$ cat config.mk
export PLATFORM = sky130hd
export DESIGN_NAME = pwm_bank
export DESIGN_NICKNAME = d
export VERILOG_FILES = /design/src/rtl/pwm_bank_pkg.sv /design/src/rtl/pwm_channel.sv /design/src/rtl/pwm_bank.sv
export SDC_FILE = /design/constraint.sdc
export NUM_CORES = 1
export LEC_CHECK = 0
export BUFFER_PORTS_ARGS = -buffer_cell sky130_fd_sc_hd__buf_2
export CAP_MARGIN = 20
export CORE_ASPECT_RATIO = 1.2
export CORE_UTILIZATION = 31
export DETAILED_ROUTE_END_ITERATION = 6
export MAX_ROUTING_LAYER = met4
export PLACE_DENSITY = 0.47
export SYNTH_ARGS = -nofsm -noshare
export SYNTH_HDL_FRONTEND = slang
export SYNTH_SLANG_ARGS = --single-unit
$ cat constraint.sdc
create_clock -name clk -period 4 [get_ports clk]
set_input_delay 1 -clock clk [delete_from_list [all_inputs] [get_ports clk]]
set_output_delay 1 -clock clk [all_outputs]
set_load 0.005 [all_outputs]
$ cat src/rtl/pwm_bank_pkg.sv
// -----------------------------------------------------------------------------
// pwm_bank_pkg
//   Shared definitions for the PWM bank: the counting-mode encoding, the
//   counter direction encoding and a helper that sizes the channel-select bus.
//   Imported by pwm_bank and pwm_channel.
// -----------------------------------------------------------------------------
package pwm_bank_pkg;

  // Counting mode of the shared period counter.
  typedef enum logic {
    MODE_EDGE   = 1'b0,
    MODE_CENTER = 1'b1
  } pwm_mode_e;

  // Direction of the shared counter; only meaningful in center mode.
  typedef enum logic {
    DIR_UP   = 1'b0,
    DIR_DOWN = 1'b1
  } pwm_dir_e;

  // Width of a bus able to address every channel, never narrower than one bit.
  function automatic int selWidth(input int channels);
    return (channels > 1) ? $clog2(channels) : 1;
  endfunction

endpackage

$ cat src/rtl/pwm_channel.sv
// -----------------------------------------------------------------------------
// pwm_channel
//   One PWM channel: a shadow level register written by the host, an active
//   level register reloaded from the shadow at each period boundary, and the
//   comparator that turns the shared counter into this channel's waveform.
//
// Ports
//   i_clk    : clock, all state changes on the rising edge
//   i_reset  : synchronous active-high reset, clears both level registers
//   i_write  : store i_data into the shadow register at this edge
//   i_data   : level to store
//   i_load   : period boundary; copy the shadow into the active register
//   i_count  : shared period counter value (registered in the parent)
//   o_pwm    : PWM output, already polarity-adjusted by INVERT
// -----------------------------------------------------------------------------
module pwm_channel
  import pwm_bank_pkg::*;
#(
  parameter int   WIDTH  = 8,
  parameter logic INVERT = 1'b0
) (
  input  logic             i_clk,
  input  logic             i_reset,
  input  logic             i_write,
  input  logic [WIDTH-1:0] i_data,
  input  logic             i_load,
  input  logic [WIDTH-1:0] i_count,
  output logic             o_pwm
);

  logic [WIDTH-1:0] r_shadow;
  logic [WIDTH-1:0] r_active;
  logic             w_raw;

  // The active register samples the shadow as it was before this edge, so a
  // write landing on the boundary edge is held back for one full period.
  always_ff @(posedge i_clk) begin
    if (i_reset) begin
      r_shadow <= '0;
      r_active <= '0;
    end else begin
      if (i_write) begin
        r_shadow <= i_data;
      end
      if (i_load) begin
        r_active <= r_shadow;
      end
    end
  end

  // Counter and active level are both registers, so the output has no
  // combinational path from any input port.
  assign w_raw = (i_count < r_active);
  assign o_pwm = w_raw ^ INVERT;

endmodule

$ cat src/rtl/pwm_bank.sv
// -----------------------------------------------------------------------------
// pwm_bank
//   Bank of CHANNELS PWM outputs sharing one period counter. The counter runs
//   either edge-aligned (0..MAX, wrap) or center-aligned (0 up to MAX, back
//   down to 1). Levels and mode are double-buffered: writes go to per-channel
//   shadow registers and the requested mode is sampled only at the period
//   boundary, i.e. the edge that returns the counter to 0.
//
// Ports
//   clk          : clock
//   reset        : synchronous active-high reset
//   level_data   : duty level to write
//   level_sel    : channel targeted by a write; values >= CHANNELS are dropped
//   level_valid  : qualifies a write
//   center       : requested mode, 0 = edge-aligned, 1 = center-aligned
//   out          : PWM waveforms, bit i belongs to channel i
//   period_start : high in every cycle where the counter is 0
// -----------------------------------------------------------------------------
module pwm_bank
  import pwm_bank_pkg::*;
#(
  parameter int                  CHANNELS = 3,
  parameter int                  WIDTH    = 8,
  parameter logic [CHANNELS-1:0] INVERT   = '0
) (
  input  logic                              clk,
  input  logic                              reset,
  input  logic [WIDTH-1:0]                  level_data,
  input  logic [selWidth(CHANNELS)-1:0]     level_sel,
  input  logic                              level_valid,
  input  logic                              center,
  output logic [CHANNELS-1:0]               out,
  output logic                              period_start
);

  localparam int               SEL_W     = selWidth(CHANNELS);
  localparam logic [WIDTH-1:0] MAX_COUNT = '1;
  localparam logic [WIDTH-1:0] ONE       = WIDTH'(1);

  logic [WIDTH-1:0] r_count;
  pwm_dir_e         r_dir;
  pwm_mode_e        r_mode;
  logic             w_boundary;

  // The boundary is the edge that brings the counter back to 0: from MAX in
  // edge mode, or from 1 on the way down in center mode.
  always_comb begin
    w_boundary = 1'b0;
    if (r_mode == MODE_EDGE) begin
      w_boundary = (r_count == MAX_COUNT);
    end else begin
      w_boundary = (r_dir == DIR_DOWN) && (r_count == ONE);
    end
  end

  // Shared counter. At the boundary the mode request is latched and the
  // counter always restarts at 0 heading up, so a mode switch begins a clean
  // period in the new mode. In center mode the turn at MAX goes straight to
  // MAX-1, giving 0..MAX then MAX-1..1, i.e. 2*MAX cycles per period.
  always_ff @(posedge clk) begin
    if (reset) begin
      r_count <= '0;
      r_dir   <= DIR_UP;
      r_mode  <= MODE_EDGE;
    end else if (w_boundary) begin
      r_count <= '0;
      r_dir   <= DIR_UP;
      r_mode  <= center ? MODE_CENTER : MODE_EDGE;
    end else if (r_mode == MODE_EDGE) begin
      r_count <= r_count + ONE;
    end else if (r_dir == DIR_UP) begin
      if (r_count == MAX_COUNT) begin
        r_dir   <= DIR_DOWN;
        r_count <= r_count - ONE;
      end else begin
        r_count <= r_count + ONE;
      end
    end else begin
      r_count <= r_count - ONE;
    end
  end

  assign period_start = (r_count == '0);

  // One channel per output bit. The select decode compares against each
  // channel's own index, so out-of-range selects match no channel at all.
  for (genvar gi = 0; gi < CHANNELS; gi++) begin : g_chan
    localparam logic [SEL_W-1:0] CH_SEL = SEL_W'(gi);
    logic w_write;

    assign w_write = level_valid && (level_sel == CH_SEL);

    pwm_channel #(
      .WIDTH  (WIDTH),
      .INVERT (INVERT[gi])
    ) u_chan (
      .i_clk   (clk),
      .i_reset (reset),
      .i_write (w_write),
      .i_data  (level_data),
      .i_load  (w_boundary),
      .i_count (r_count),
      .o_pwm   (out[gi])
    );
  end

endmodule

==> reports/qor.txt, run 1 <==
Final Hold Vio Count = 0
core area = 0.0100 mm²
Placed Cells = 472
Yosys warning total = 0
Final ANT Viol Nets = 0
port buffer count = 17
total gr overflow = 0
Clk pin slew, worst setup/hold paths = 0.06 ns
Fillers = 1065
ranking of synthesized cells by area = dfxtp_1 (36%), ha_1 (9.8%), mux2i_1 (8.8%)
WHS = 0.460 ns
largest net degree at the start of global routing = 35
Hold Path Cell Cnt = 2
gpl congestion = 0.775
Core Rows = 40
critical path launch point type = flop
Util after Layout = 36.1%
Clk pwr share = 52.1%
CTS root buf = clkbuf_16
Worst Hold Launch = g_chan[1].u_chan.r_active[5]
Synth-to-Final Area Change = 13.4%
DR WL/cell = 15.3 µm
layout cells sized above 1 = 19.1%
crit end category = output pin
Arr. time, crit path = 1.93 ns
Slew Viols, Final = 0
Die Ht = 113 µm
R2R depth = 5
post-route clock period utilization = 73.2%
DRT Wirelength = 7480 µm
Crit Reg-Reg Endpoint = g_chan[2].u_chan.r_active[0]
#FFs+latches synth = 58
GRT Util Overall = 15.8%
Max VDD drop = 0.000212 V
post-synth top area cell = dfxtp_1
initial DRC count = 93
worst min path class = flop to flop
Initial Util = 31.8%
internal power = 1.11 mW
DP HPWL = 5190 µm
DIE WIDTH = 94.6 µm
r2r startpoint = r_count[1]
Switching Share = 23.5%
worst skew pair latency = 0.33 ns
Period minus WS final = 2.93 ns
drt first pass iters = 4
htree depth = 3
TNS Setup = 0 ns
EDFF count, synth = 0
sequential share of the synthesized area = 36.4%
Post-Syn Area = 0.00319 mm²
Slew @ Worst Pin = 1.08 ns
Comb power frac = 6.5%
vias per cell = 5.06
ys async rst share = 0%
power consumption = 1.46 mW
clock buffer depth = 2
maximum net fanout on the critical path = 7
Synthesized Nets = 390
hold endpoint = g_chan[1].u_chan.r_active[5]
die area = 0.0107 mm²
Synth Flop Type = dfxtp_1
Ports = 18
commonest non-fill, non-tap cell in the layout = dfxtp_1
Post-CTS Setup Repair Bufs = 0
Vias = 2468
fin nets = 396
RSZ-0062 raised after global routing = false
area share of the largest cell type after synthesis = 36.4%
Worst slew margin = 27.8%
DRC = 0
FF-to-FF setup slack = 1.47 ns
WP data required = 3.00 ns
Num CTS Buffers = 9
ANT cells = 0
kind of critical path = flop to output pin
post-CTS sizing = 0
Cell variety after synth = 44
antenna violations before repair = 0
Max-cap violations = 0
vias in the first global route = 2442
most frequent cells in the layout = dfxtp_1 (58), nor2_1 (33), inv_1 (28), mux2i_1 (28), ha_1 (25)
Psw = 343 µW
pwr dens = 403 mW/mm²
FMAX = 342 MHz
global-route wire length before repair = 12500 µm
status = completed
# clock sinks = 58
sequential share of power = 41.4%
post-route insts no fill = 488
Leakage Power = 1.42 nW
cell count after synthesis = 351
CTS tree = yes
Max Clock Skew = 0.00704 ns
# setup viols final = 0
Avg Cell Area, Syn = 9.08 µm²
# hold bufs at CTS = 0
[synth_stat cells (all sizes together) (2+ instances only)]
| master | n |
|---|---|
| a2111oi | 2 |
| a211oi | 4 |
| a21o | 9 |
| a21oi | 31 |
| a31oi | 4 |
| and3 | 3 |
| and4 | 2 |
| buf | 14 |
| clkbuf | 12 |
| dfxtp | 58 |
| ha | 25 |
| inv | 28 |
| mux2i | 28 |
| nand2 | 5 |
| nand2b | 3 |
| nand3 | 34 |
| nand3b | 5 |
| nand4 | 3 |
| nor2 | 33 |
| nor3 | 5 |
| nor3b | 2 |
| o211ai | 2 |
| o21ai | 26 |
| o31ai | 3 |
| or3 | 2 |
[flip-flops by register name (all words and copies together) (netlist names)]
signal / count
g_chan.u_chan.r_active: 24
g_chan.u_chan.r_shadow: 24
r_mode: 1
r_dir: 1
r_count: 8
[power groups by stage]
stage                     registers (mW)  clock network, mW  logic (mW)
final                              0.603              0.760      0.0944
after global routing               0.605              0.810       0.107
after CTS                          0.603              0.778      0.0953
after detailed placement           0.615                  0      0.0948
after global placement             0.615                  0      0.0924
after floorplan                    0.607                  0      0.0735
[final cells by class]
class                   count  area [µm²]  share of cell area (%)
multi-input cells         239        1770                    48.9
inverters                  28         105                    2.91
clock buffers              10         229                    6.33
well taps                 126         158                    4.36
flip-flops and latches     58        1160                    32.1
repair buffers             21         128                    3.53
clock inverters             6        67.6                    1.87
[cells by family after synthesis]
kind of cell,share of synthesized area (%)
XOR/XNOR,0.550
multiplexers,8.79
adder cells (fa/ha/maj),9.82
AND/OR/NAND/NOR,18.4
AO/OA/AOI/OAI,17.9
buffers and inverters,8.13
flip-flops,36.4
[metal layers]
layer	track usage, %	vias up	routed length (µm)
met3	3.83	9	247
met4	5.25	0	110
met2	24.6	34	3390
met1	19.9	1175	3730
met5	-	-	0
li1	-	1250	-
[stage by stage]
| step | instance area [µm²] | worst slack [ns] |
|---|---|---|
| final | 3610 | 1.07 |
| after global routing | 3610 | 0.922 |
| after CTS | 3610 | 1.03 |
| after detailed placement | 3320 | 1.38 |
| after global placement | 3300 | 1.36 |
| after floorplan | 3190 | 1.61 |
[worst max-delay path: stages, from the launching register on]
cell and delay [ns]:
dfxtp_1 0.54, ha_1 0.32, a21o_1 0.18, a21oi_1 0.13, o31ai_1 0.09, a31oi_1 0.19, buf_2 0.14
[worst max-delay path by stage]
stage | from | to | slack, ns | depth (start not counted)
2_1_floorplan | r_count[4] | out[0] | 1.61 | 6
3_3_place_gp | reset | r_count[5] | 1.36 | 4
3_5_place_dp | r_count[4] | out[0] | 1.38 | 6
4_1_cts | r_count[4] | out[0] | 1.03 | 6
5_1_grt | r_count[1] | out[0] | 0.92 | 5
6_report | r_count[4] | out[0] | 1.07 | 6
Power figures use the tool's default switching activity.
==> run 2: changes to the inputs <==
--- a/config.mk
+++ b/config.mk
@@ -11,7 +11,7 @@
 export CORE_UTILIZATION = 31
 export DETAILED_ROUTE_END_ITERATION = 6
 export MAX_ROUTING_LAYER = met4
-export PLACE_DENSITY = 0.47
+export PLACE_DENSITY = 0.49
 export SYNTH_ARGS = -nofsm -noshare
 export SYNTH_HDL_FRONTEND = slang
 export SYNTH_SLANG_ARGS = --single-unit
==> constraint.sdc (replaced) <==
create_clock -name clk -period 2.6 [get_ports clk]
set_input_delay 0.65 -clock clk [delete_from_list [all_inputs] [get_ports clk]]
set_output_delay 0.65 -clock clk [all_outputs]
set_load 0.005 [all_outputs]
==> run 2 against run 1 <==
  * First-iteration DRC count is 6.5% lower
  * Largest power group unchanged
  * Worst setup slack worse by 0.92 ns
  * Clock skew is 0.00058 ns lower
  * Clock power up 57%
  * Die area stayed put
  * Critical path type unchanged
  * Count of clock-buffer cells in the layout is the same
  * Global-route usage shrank 0.31 points
  * Sequential power rose by 54%
  * Final area is 1.2% higher
  * Power grew 55%
  * Critical path depth stayed put
==> reports/qor.txt, run 2 (synthesis gave the netlist of run 1 again) <==
status = completed (unchanged)
Slew @ Worst Pin = 0.660 ns (was 1.08 ns)
Psw = 525 µW (was 343 µW)
Worst Hold Launch = g_chan[1].u_chan.r_active[6] (was g_chan[1].u_chan.r_active[5])
Slew Viols, Final = 0 (unchanged)
WP data required = 1.95 ns (was 3.00 ns)
vias in the first global route = 2368 (was 2442)
vias per cell = 4.99 (was 5.06)
R2R depth = 6 (was 5)
post-route insts no fill = 494 (was 488)
final non-filler cell area = 0.00366 mm² (was 0.00361 mm²)
FF/Latch Area = 0.00116 mm² (about the same)
crit-path max cell delay = 0.43 ns (was 0.54 ns)
die area = 0.0107 mm² (unchanged)
Die Ht = 113 µm (unchanged)
# clock sinks = 58 (unchanged)
most frequent cells in the layout = dfxtp_1 (55), nor2_1 (33), inv_1 (28), mux2i_1 (28), ha_1 (25) (was dfxtp_1 (58), nor2_1 (33), inv_1 (28), mux2i_1 (28), ha_1 (25))
DP HPWL = 5080 µm (was 5190 µm)
crit end category = output pin (unchanged)
Hold Path Cell Cnt = 2 (unchanged)
total gr overflow = 0 (unchanged)
GRT Util Overall = 15.5% (was 15.8%)
WHS = 0.456 ns (was 0.460 ns)
Placed Cells = 478 (was 472)
Synth-to-Final Area Change = 14.8% (was 13.4%)
global-route wire length before repair = 12200 µm (was 12500 µm)
Max VDD drop = 0.000470 V (was 0.000212 V)
ANT cells = 0 (unchanged)
pwr dens = 619 mW/mm² (was 403 mW/mm²)
Fillers = 1047 (was 1065)
slowest stage cell, crit path = dfxtp_2 (was dfxtp_1)
worst path cell trace = ha_1 -> a21o_1 -> a21oi_1 -> o31ai_1 -> a31oi_1 -> buf_2 (unchanged)
hold endpoint = g_chan[1].u_chan.r_active[6] (was g_chan[1].u_chan.r_active[5])
Core Rows = 40 (unchanged)
critical path launch point type = flop (unchanged)
DRT Wirelength = 7260 µm (was 7480 µm)
post-route clock period utilization = 94.3%
clock buffer depth = 2 (unchanged)
worst skew pair latency = 0.33 ns (about the same)
htree depth = 3 (unchanged)
sequential share of power = 41.0% (was 41.4%)
drt first pass iters = 4 (unchanged)
Post-CTS Setup Repair Bufs = 0 (unchanged)
DRC = 0 (unchanged)
# hold bufs at CTS = 0 (unchanged)
Largest regs = g_chan.u_chan.r_active (24), g_chan.u_chan.r_shadow (24), r_count (8) (unchanged)
FMAX = 408 MHz
DR WL/cell = 14.7 µm (was 15.3 µm)
TNS Setup = 0 ns (unchanged)
fin nets = 402 (was 396)
# setup viols final = 0 (unchanged)
CTS tree = yes (unchanged)
power consumption = 2.26 mW (was 1.46 mW)
Max Clock Skew = 0.00646 ns (was 0.00704 ns)
Initial Util = 31.8% (unchanged)
r2r startpoint = r_count[0] (was r_count[1])
kind of critical path = flop to output pin (unchanged)
worst min path class = flop to flop (unchanged)
core area = 0.0100 mm² (unchanged)
Worst slew margin = 56.0% (was 27.8%)
largest net degree at the start of global routing = 51 (was 35)
CTS root buf = clkbuf_16 (unchanged)
layout cells sized above 1 = 21.5% (was 19.1%)
Crit Reg-Reg Endpoint = r_count[5] (was g_chan[2].u_chan.r_active[0])
antenna violations before repair = 0 (unchanged)
multi-input combinational cell area = 0.00177 mm² (unchanged)
internal power = 1.74 mW (was 1.11 mW)
Final ANT Viol Nets = 0 (unchanged)
Switching Share = 23.2% (was 23.5%)
Vias = 2465 (was 2468)
commonest non-fill, non-tap cell in the layout = dfxtp_1 (unchanged)
initial DRC count = 87 (was 93)
Final Hold Vio Count = 0 (unchanged)
DIE WIDTH = 94.6 µm (unchanged)
maximum net fanout on the critical path = 7 (unchanged)
gpl congestion = 0.828 (was 0.775)
Max-cap violations = 0 (unchanged)
Ports = 18 (unchanged)
RSZ-0062 raised after global routing = false (unchanged)
Period minus WS final = 2.45 ns
Arr. time, crit path = 1.80 ns (was 1.93 ns)
Comb power frac = 6.5% (about the same)
Clk pwr share = 52.6% (was 52.1%)
Leakage Power = 1.45 nW (was 1.42 nW)
DP Area = 0.00335 mm² (was 0.00332 mm²)
FF-to-FF setup slack = 0.41 ns (was 1.47 ns)
port buffer count = 17 (unchanged)
Clk pin slew, worst setup/hold paths = 0.06 ns (about the same)
Num CTS Buffers = 9 (unchanged)
[run 2: final cells by class]
cell class,instances,area share (%)
clock buffer,10,6.53
clock inverter,6,1.81
inverter,28,2.87
multi-input combinational,239,48.3
sequential,58,31.8
tap,126,4.31
timing repair buffer,27,4.38
[run 2: power groups by stage]
stage,combinational (mW),clock (mW),sequential (mW)
2_1_floorplan,0.113,0,0.934
3_3_place_gp,0.145,0,0.944
3_5_place_dp,0.148,0,0.944
4_1_cts,0.148,1.23,0.926
5_1_grt,0.164,1.28,0.928
6_report,0.146,1.19,0.928
[run 2: critical path: cells and delay by family (launching register included)]
family | cells | cell delay [ns]
flops | 1 | 0.43
buf+inv | 1 | 0.14
compound gates | 4 | 0.64
fa+ha+maj | 1 | 0.28
[run 2: repair_timing]
| action | CTS | global route |
|---|---|---|
| resized for setup | 1 | 2 |
| cloned | 0 | 0 |
| endpoints found under the setup margin | 1 | 2 |
[run 2: worst max-delay path by stage]
stage | startpoint | to | slack (ns) | depth (start not counted)
2_1_floorplan | r_count[4] | out[0] | 0.56 | 6
3_3_place_gp | r_count[4] | out[0] | 0.39 | 6
3_5_place_dp | r_count[4] | out[0] | 0.33 | 6
4_1_cts | r_count[1] | out[0] | 0.05 | 5
5_1_grt | r_count[4] | out[0] | 0.03 | 6
6_report | r_count[4] | out[0] | 0.15 | 6
[run 2: per-stage QoR]
step	util (%)	setup slack, ns
3_5_place_dp	33.5	0.330
4_1_cts	36.5	0.0500
2_1_floorplan	-	0.560
3_3_place_gp	33.5	0.392
5_1_grt	36.6	0.0284
6_report	36.6	0.147
[run 2: routing by layer]
metal	share of wire [%]	wire [µm]	global-route usage, %
met4	1.5	106	5.45
met5	0	0	-
met2	43	3150	21.6
met1	52	3770	21.9
met3	3.2	231	3.23
